**config.mk**
```make
export PLATFORM = sky130hd
export DESIGN_NAME = vx_gpu_bar_unit
export DESIGN_NICKNAME = d
export VERILOG_FILES = /design/src/rtl/vx_bar_pkg.sv /design/src/rtl/vx_bar_table.sv /design/src/rtl/vx_gpu_bar_unit.sv
export SDC_FILE = /design/constraint.sdc
export NUM_CORES = 1
export LEC_CHECK = 0
export CORE_AREA = 2 2 141 143
export DETAILED_ROUTE_END_ITERATION = 12
export DIE_AREA = 0 0 143 145
export GPL_ROUTABILITY_DRIVEN = 0
export PLACE_DENSITY = 0.62
export RECOVER_POWER = 100
export SKIP_CTS_REPAIR_TIMING = 1
export SYNTH_ARGS = -nofsm -noshare
export SYNTH_HDL_FRONTEND = slang
export SYNTH_SLANG_ARGS = --single-unit
```
**constraint.sdc**
```tcl
create_clock -name clk -period 3.45 [get_ports clk]
set_clock_uncertainty 0.05 [all_clocks]
set_input_delay 0.69 -clock clk [delete_from_list [all_inputs] [get_ports clk]]
set_output_delay 0.69 -clock clk [all_outputs]
set_load 0.01 [all_outputs]
```
**src/rtl/vx_bar_pkg.sv**
```systemverilog
// Shared configuration, opcode and barrier-table types for the GPU barrier unit.
package vx_bar_pkg;

  localparam int unsigned NUM_WARPS    = 4;
  localparam int unsigned NUM_THREADS  = 4;
  localparam int unsigned NUM_BARRIERS = 4;
  localparam int unsigned UUID_BITS    = 44;
  localparam int unsigned NW_BITS      = $clog2(NUM_WARPS);
  localparam int unsigned NT_BITS      = $clog2(NUM_THREADS);
  localparam int unsigned NB_BITS      = $clog2(NUM_BARRIERS);
  localparam int unsigned CNT_BITS     = NW_BITS + 1;

  localparam logic [2:0] INST_GPU_BAR = 3'h4;

  typedef enum logic {
    IDLE,
    COLLECT
  } bar_state_e;

  typedef struct packed {
    bar_state_e          state;
    logic [CNT_BITS-1:0] count;
    logic [CNT_BITS-1:0] arrived;
    logic [NUM_WARPS-1:0] mask;
  } bar_entry_t;

  function automatic logic [NUM_WARPS-1:0] bar_onehot(input logic [NW_BITS-1:0] wid);
    return NUM_WARPS'(1) << wid;
  endfunction

endpackage

```
**src/rtl/vx_bar_table.sv**
```systemverilog
// Barrier table: per-ID arrival tracking with a combinational release decision.
// Optional VX_BAR_PERF_EN exposes a "some entry is collecting" flag.
module vx_bar_table
  import vx_bar_pkg::*;
(
  input  logic                 clk,
  input  logic                 reset,
  input  logic                 arrive,
  input  logic [NB_BITS-1:0]   bar_id,
  input  logic [NW_BITS-1:0]   wid,
  input  logic [CNT_BITS-1:0]  cnt,
  output logic                 release_hit,
  output logic [NUM_WARPS-1:0] release_mask
`ifdef VX_BAR_PERF_EN
  ,
  output logic                 collect_any
`endif
);

  bar_entry_t           entries   [NUM_BARRIERS];
  bar_entry_t           entries_n [NUM_BARRIERS];
  bar_entry_t           cur;
  logic [NUM_WARPS-1:0] onehot;
  logic [CNT_BITS-1:0]  arrived_inc;

  always_comb begin
    entries_n    = entries;
    release_hit  = 1'b0;
    release_mask = '0;
    cur          = entries[bar_id];
    onehot       = bar_onehot(wid);
    arrived_inc  = cur.arrived + CNT_BITS'(1);
    if (arrive) begin
      if (cur.state == IDLE) begin
        if (cnt <= CNT_BITS'(1)) begin
          release_hit  = 1'b1;
          release_mask = onehot;
        end else begin
          entries_n[bar_id] = '{state: COLLECT, count: cnt, arrived: CNT_BITS'(1), mask: onehot};
        end
      end else if ((cur.mask & onehot) == '0) begin
        // Count is latched from the first arrival; later cnt values are ignored.
        if (arrived_inc == cur.count) begin
          release_hit       = 1'b1;
          release_mask      = cur.mask | onehot;
          entries_n[bar_id] = '0;
        end else begin
          entries_n[bar_id].mask    = cur.mask | onehot;
          entries_n[bar_id].arrived = arrived_inc;
        end
      end
    end
  end

  always_ff @(posedge clk or posedge reset) begin
    if (reset) begin
      for (int i = 0; i < NUM_BARRIERS; i++) entries[i] <= '0;
    end else begin
      entries <= entries_n;
    end
  end

`ifdef VX_BAR_PERF_EN
  always_comb begin
    collect_any = 1'b0;
    for (int i = 0; i < NUM_BARRIERS; i++) begin
      if (entries[i].state == COLLECT) collect_any = 1'b1;
    end
  end
`endif

endmodule

```
**src/rtl/vx_gpu_bar_unit.sv**
```systemverilog
// GPU barrier unit: accepts GPU ops, tracks BAR arrivals, emits warp releases and commits.
// Define VX_BAR_PERF_EN to add barrier wait-cycle and release counters.
module vx_gpu_bar_unit
  import vx_bar_pkg::*;
(
  input  logic                        clk,
  input  logic                        reset,
  input  logic                        gpu_req_valid,
  input  logic [UUID_BITS-1:0]        gpu_req_uuid,
  input  logic [NW_BITS-1:0]          gpu_req_wid,
  input  logic [NT_BITS-1:0]          gpu_req_tid,
  input  logic [2:0]                  gpu_req_op_type,
  input  logic [NUM_THREADS*32-1:0]   gpu_req_rs1_data,
  input  logic [NUM_THREADS*32-1:0]   gpu_req_rs2_data,
  output logic                        gpu_req_ready,
  output logic                        release_valid,
  output logic [NUM_WARPS-1:0]        release_mask,
  output logic                        commit_valid,
  output logic [UUID_BITS-1:0]        commit_uuid,
  output logic [NW_BITS-1:0]          commit_wid,
  input  logic                        commit_ready
`ifdef VX_BAR_PERF_EN
  ,
  output logic [31:0]                 perf_bar_wait_cycles,
  output logic [31:0]                 perf_bar_releases
`endif
);

  logic                 accept;
  logic                 arrive;
  logic [6:0]           lane_ofs;
  logic [NB_BITS-1:0]   bar_id;
  logic [CNT_BITS-1:0]  cnt_raw;
  logic [CNT_BITS-1:0]  cnt;
  logic                 release_hit;
  logic [NUM_WARPS-1:0] table_mask;

  assign gpu_req_ready = !commit_valid || commit_ready;
  assign accept        = gpu_req_valid && gpu_req_ready;
  assign arrive        = accept && (gpu_req_op_type == INST_GPU_BAR);

  // Operands come from the lane selected by tid.
  assign lane_ofs = {gpu_req_tid, 5'b0};
  assign bar_id   = gpu_req_rs1_data[lane_ofs +: NB_BITS];
  assign cnt_raw  = gpu_req_rs2_data[lane_ofs +: CNT_BITS];
  assign cnt      = (cnt_raw > CNT_BITS'(NUM_WARPS)) ? CNT_BITS'(NUM_WARPS) : cnt_raw;

`ifdef VX_BAR_PERF_EN
  logic collect_any;
`endif

  vx_bar_table u_table (
    .clk          (clk),
    .reset        (reset),
    .arrive       (arrive),
    .bar_id       (bar_id),
    .wid          (gpu_req_wid),
    .cnt          (cnt),
    .release_hit  (release_hit),
    .release_mask (table_mask)
`ifdef VX_BAR_PERF_EN
    ,
    .collect_any  (collect_any)
`endif
  );

  always_ff @(posedge clk or posedge reset) begin
    if (reset) begin
      release_valid <= 1'b0;
      release_mask  <= '0;
      commit_valid  <= 1'b0;
      commit_uuid   <= '0;
      commit_wid    <= '0;
    end else begin
      release_valid <= release_hit;
      release_mask  <= table_mask;
      if (accept) begin
        commit_valid <= 1'b1;
        commit_uuid  <= gpu_req_uuid;
        commit_wid   <= gpu_req_wid;
      end else if (commit_ready) begin
        commit_valid <= 1'b0;
      end
    end
  end

`ifdef VX_BAR_PERF_EN
  // Release counter steps on the same edge release_valid rises.
  always_ff @(posedge clk or posedge reset) begin
    if (reset) begin
      perf_bar_wait_cycles <= '0;
      perf_bar_releases    <= '0;
    end else begin
      if (collect_any) perf_bar_wait_cycles <= perf_bar_wait_cycles + 32'd1;
      if (release_hit) perf_bar_releases    <= perf_bar_releases + 32'd1;
    end
  end
`endif

endmodule

```
# [After elaboration in Yosys (flattened, before gate mapping)]
# Index checks and enable logic that the tools add are counted.
[totals] word_cells=75 register_bits=96 input_bits=311 output_inout_bits=53
[op_classes] shift=3 n_mux=29 n_reduce_logical=8 n_lt_le_gt_ge=4 eq_ne=4 n_addsub=1 bitwise_logic=5
[ops] cell="2-to-1 mux 44 bit" count=4
[ops] cell="bitwise mux 44 bit" count=3
[ops] cell="variable part select 128 x 8 -> 2 bit" count=1
[ops] cell="variable part select 128 x 8 -> 3 bit" count=1
[ops] cell="demux 11 bit (select 2 bit)" count=3
[ops] cell="AND 44 bit" count=1
[ops] cell="NOT 44 bit" count=1
[ops] cell="2-to-1 mux 11 bit" count=3
[ops] cell="2-to-1 mux 4 bit" count=6
[ops] cell="binary-select mux 11 bit (select 2 bit)" count=1
[ops] cell="2-to-1 mux 1 bit" count=7
[ops] cell="2-to-1 mux 7 bit" count=1
[ops] cell="AND 4 bit" count=1
[ops] cell="zero test 4 bit" count=1
[ops] cell="bitwise OR 4 bit" count=1
[ops] cell="<< shifter 1 x 2 -> 4 bit, first input constant" count=1
[ops] cell="adder 3 x 1 -> 3 bit, second input constant" count=1
[ops] cell="== test 3 bit" count=1
[ops] cell="== test 3 bit, second input constant" count=1
[ops] cell=">= comparator 3 bit, second input constant" count=1
[ops] cell="> comparator 3 bit, second input constant" count=1
[ops] cell="<= comparator 3 x 1 -> 1 bit, second input constant" count=1
[ops] cell="logical AND 1 bit" count=3
[ops] cell="< comparator 3 x 1 -> 1 bit, second input constant" count=1
[ops] cell="8 further kinds" count=8

# [Longest topological paths before layout]
# Gate-level depths: netlist (run 1).
[depth] ltp_word=11 depth_mapped=15 ltp_nobuf=10

# [By module]
# A second synthesis (run 1) with hierarchy kept.
[unflattened] cells_unflattened=392 hier_area_um2=5206.2
[by_module_without_submodules] mod="vx_bar_table" area_per_inst_um2=3041.7 instances=1 cells_each=276 seq_area_each_um2=1101.1
[by_module_without_submodules] mod="vx_gpu_bar_unit" area_per_inst_um2=2164.6 instances=1 cells_each=116 seq_area_each_um2=1301.2

# [Worst setup path after synthesis (run 1)]
# Ideal clock, no wire load.
[synth_path] path_type="input port to flip-flop" start="input port gpu_req_tid[0]" end="register u_table.entries[0] (netlist name)" t_required_ps=3304 path_buffers=5 setup_time_ps=96 path_slack_ps=-340 path_stages=14 arrival_time_ps=3644 path_cell_list="buf_6 -> mux4_2 -> buf_6 -> buf_6 -> buf_4 -> mux4_2 -> ha_1 -> nand2b_1 -> mux2_2 -> and3b_1 -> o211ai_2 -> buf_2 -> a21oi_1 -> o31ai_1"
[synth_via] elab_chain_len=11 elab_cells_between_ends=34 classes_between="add/sub: 1; order compare: 4; eq/ne: 3; shift: 2; mux: 16; bitwise: 5; reduce/logical: 3"
[synth_lines] item="from (decl)" line_no="vx_gpu_bar_unit.sv:11" text="input logic [NT_BITS-1:0] gpu_req_tid,"
[synth_lines] item="parallel branches: the longest is 11 deep, another holds adder 3 x 1 -> 3 bit"
[synth_lines] item="to (signal assigned)" line_no="vx_bar_table.sv:59" text="entries <= entries_n;"
[synth_lines] item="to (decl)" line_no="vx_bar_table.sv:20" text="bar_entry_t entries [NUM_BARRIERS];"
# Parallel ways; which one is timed is not known. The select of a mux whose other input is x is not followed.
# A chain may end at the register's enable or synchronous reset.

# [Final worst setup path (run 1)]
[layout_path] start="input port gpu_req_tid[0]" end="register u_table.entries[13] (netlist name)"
# Same word-level chain as after synthesis.

==> metrics, run 1 <==
outcome complete, no violations; share of the synthesized area in the top cell type 53.9%; Hold Path Sink u_table.entries[38]$_DFFE_PP0P_; Slew @ Worst Pin 1120 ps; Placement Cell Area 6350 µm²; # fillers 1850; Die Y 145 µm; Clock power frac 26.9%; die width 143 µm; GRT Residual Overflow 0; clock sink total 96; Placed Instances 774; total number of yosys warnings 0; Nets 836; Async SR Flop Fraction 100%; Final Max Tran Viols 0; MaxCap Viol Count 0; Initial Util 23.2%; Seq pwr share 39.2%; Crit-path slowest cell mux4_2; EDFF count, synth 0; crit start category input pin; Max Clk Rate 295 MHz; synthesized netlist cell count 356; CP max stage delay 630 ps; Residual DRC 0; # IOs 364; WHS 435 ps; core area 19200 µm²; PortBufs 127; Synth area leaders dfrtp_1 (54%), mux2_2 (13%), mux2i_1 (5.6%); worst flop-to-flop path endpoint u_table.entries[23]$_DFFE_PP0P_; Max transition margin 25.1%; first-pass GRT wire length 20300 µm; Switching Share 32.4%; DR WL/cell 16.2 µm; worst hold start u_table.entries[38]$_DFFE_PP0P_; Rows 51; P per Cell Area 522 nW/µm²; Top FF cell, synth dfrtp_1; number of CTS-inserted buffers 9; Routed Antenna Nets 0; crit path DAT 3600 ps; final critical-path required period 3400 ps; Worst-Skew Late Latency 350 ps; reg-to-reg slack, setup 660 ps; Leak Pwr 2.99 nW; switching power 1.17 mW; VDD IR-drop max 0.000226 V; HP Class flip-flop to flip-flop; vias in the first global route 3817; clk root buf clkbuf_16; xor-xnor portion of the synthesized cell area 0.393%; #FFs+latches synth 96; Final Hold Fails 0; cells along the critical path clkbuf_2 -> mux4_2 -> buf_4 -> mux2i_1 -> mux2_1 -> mux4_2 -> o211ai_4 -> buf_4 -> nand2_1 -> o31ai_4; area of the multi-input gates 2140 µm²; H-tree levels 3; Simple-Gate Fraction of Synth Area 6.68%; clock edge transition at the registers on the reported setup and hold paths 70 ps; Cell variety after synth 38; vias per cell 4.44; synthesized-area fraction occupied by adder cells 0.281%; Final Cell Area 6900 µm²; HPWL Detailed 9380 µm; maximum clock path buffer count 2; WS Path Type input pin to flip-flop; worst r2r path cells 10; final worst-path cycle share 98.4%; sequential share of the synthesized area 53.9%; WL final 12900 µm; Non-Filler Instances 795; CTS tree done; syn_nets 668; Crit Path Max Fanout 14; internal power 2.43 mW; routed vias 3530; mean area per synthesized cell 12.5 µm²; Synth-to-Final Area Change 54.7%; largest net degree at the start of global routing 76; Syn Std Cell Area 4460 µm²; Logic pwr share 33.9%; final setup vio count 0; multiplexer area fraction after synthesis 24.3%; post-synth top area cell dfrtp_1; Die ar. 20700 µm²; largest family of logic cells by synthesized area multiplexers; DR iter-0 viols 166; hold path depth 2; initial antenna violation count 2; register area 2400 µm²; Critical Path Sink Type flip-flop; share of cells above drive strength 1 31.2%; drt pass-1 iters 4; Total Routing Usage GR 12.5%; post-synthesis compound-gate area fraction 10.4%; Worst Path Required 3650 ps; Critical R2R Launch u_table.entries[16]$_DFFE_PP0P_
## cell families (layout without fill, tap and decap cells)
kind of cell | count (synthesis) | count (layout)
AO/OA/AOI/OAI | 66 | 66
other | 0 | 1
buffers and inverters | 35 | 208
XOR/XNOR | 2 | 2
adder cells (fa/ha/maj) | 1 | 1
AND/OR/NAND/NOR | 66 | 66
multiplexers | 90 | 90
flip-flops | 96 | 96
## critical path: cells and delay by family
kind	cells	cell delay (ps)
AOI/OAI and AO/OA	2	380
buffers and inverters	3	690
muxes	4	1680
and+or+nand+nor	1	150
## placed cells by master (no fill, tap or decap), drive strengths merged, types with 4 or more instances in the layout
cell	count
nand2b	5
nor3	4
nor2b	7
o31ai	16
o22ai	9
dlygate4sd3	55
nor2	16
a31oi	4
nand2	29
buf	40
dlymetal6s2s	9
mux2i	25
dfrtp	96
o21ai	13
a21oi	10
o211ai	4
mux2	57
mux4	8
a21boi	4
clkdlybuf4s50	62
clkbuf	17
inv	20
## state kept, by name (all words and copies together) (netlist names)
signal	count
commit_valid	1
release_mask	4
commit_uuid	44
u_table.entries	44
commit_wid	2
release_valid	1
## stage by stage
stage	utilization, %	total power, mW	worst slack, ps	setup TNS (ps)
finish	35.9	3.60	55.0	0
floorplan	-	2.00	-131	-4260
detailed placement	33.1	2.54	-788	-28700
global route	35.9	3.80	-7.32	-9.37
global placement	33.1	2.50	-621	-26020
CTS	34.6	3.52	-426	-11110
## layer usage
layer | vias to the layer above | wire [µm] | global-route usage [%]
met5 | - | 10 | 0
met2 | 155 | 5890 | 18.6
met4 | 2 | 219 | 4.11
met3 | 24 | 1360 | 5.81
li1 | 1620 | - | -
met1 | 1729 | 5430 | 16.1
## layout make-up
cell class / count / area share [%]
inverter: 18 / 0.998
clock inverter: 7 / 0.925
antenna: 1 / 0.0363
multi-input combinational: 225 / 31.0
tap: 265 / 4.81
sequential: 96 / 34.8
timing repair buffer: 174 / 24.1
clock buffer: 9 / 3.27
## worst max path at each step
stage	startpoint	end	slack, ps	cells after the start
3_5_place_dp	gpu_req_tid[0]	u_table.entries[13]$_DFFE_PP0P_	-790	12
3_3_place_gp	gpu_req_tid[0]	u_table.entries[28]$_DFFE_PP0P_	-620	9
2_1_floorplan	gpu_req_tid[0]	u_table.entries[11]$_DFFE_PP0P_	-130	14
6_report	gpu_req_tid[0]	u_table.entries[13]$_DFFE_PP0P_	50	10
4_1_cts	gpu_req_tid[0]	u_table.entries[13]$_DFFE_PP0P_	-430	12
5_1_grt	gpu_req_tid[0]	u_table.entries[13]$_DFFE_PP0P_	-7	10
## cells in the mapped netlist (5+ instances only)
master and count:
a21oi_1 10, clkbuf_1 5, dfrtp_1 96, inv_1 16, mux2_2 52, mux2i_1 25, mux4_2 8, nand2_1 29
nand2b_1 5, nor2_1 16, nor2b_1 7, o21ai_0 11, o22ai_1 9, o31ai_1 16
## power groups by stage
| stage | sequential, mW | clock, mW | combinational, mW |
|---|---|---|---|
| finish | 1.41 | 0.969 | 1.22 |
| global route | 1.43 | 1.05 | 1.31 |
| CTS | 1.41 | 0.999 | 1.11 |
| detailed placement | 1.43 | 0 | 1.11 |
| global placement | 1.42 | 0 | 1.08 |
| floorplan | 1.44 | 0 | 0.556 |
Note: power is estimated with default switching activity, not from simulation.
==> run 2: changes to the inputs <==
--- a/config.mk
+++ b/config.mk
@@ -9,6 +9,7 @@
 export DETAILED_ROUTE_END_ITERATION = 12
 export DIE_AREA = 0 0 143 145
 export GPL_ROUTABILITY_DRIVEN = 0
+export GPL_TIMING_DRIVEN = 1
 export PLACE_DENSITY = 0.62
 export RECOVER_POWER = 100
 export SKIP_CTS_REPAIR_TIMING = 1
==> results of run 2 <==
The final DEF is identical to that of run 1; final timing and power are the same.
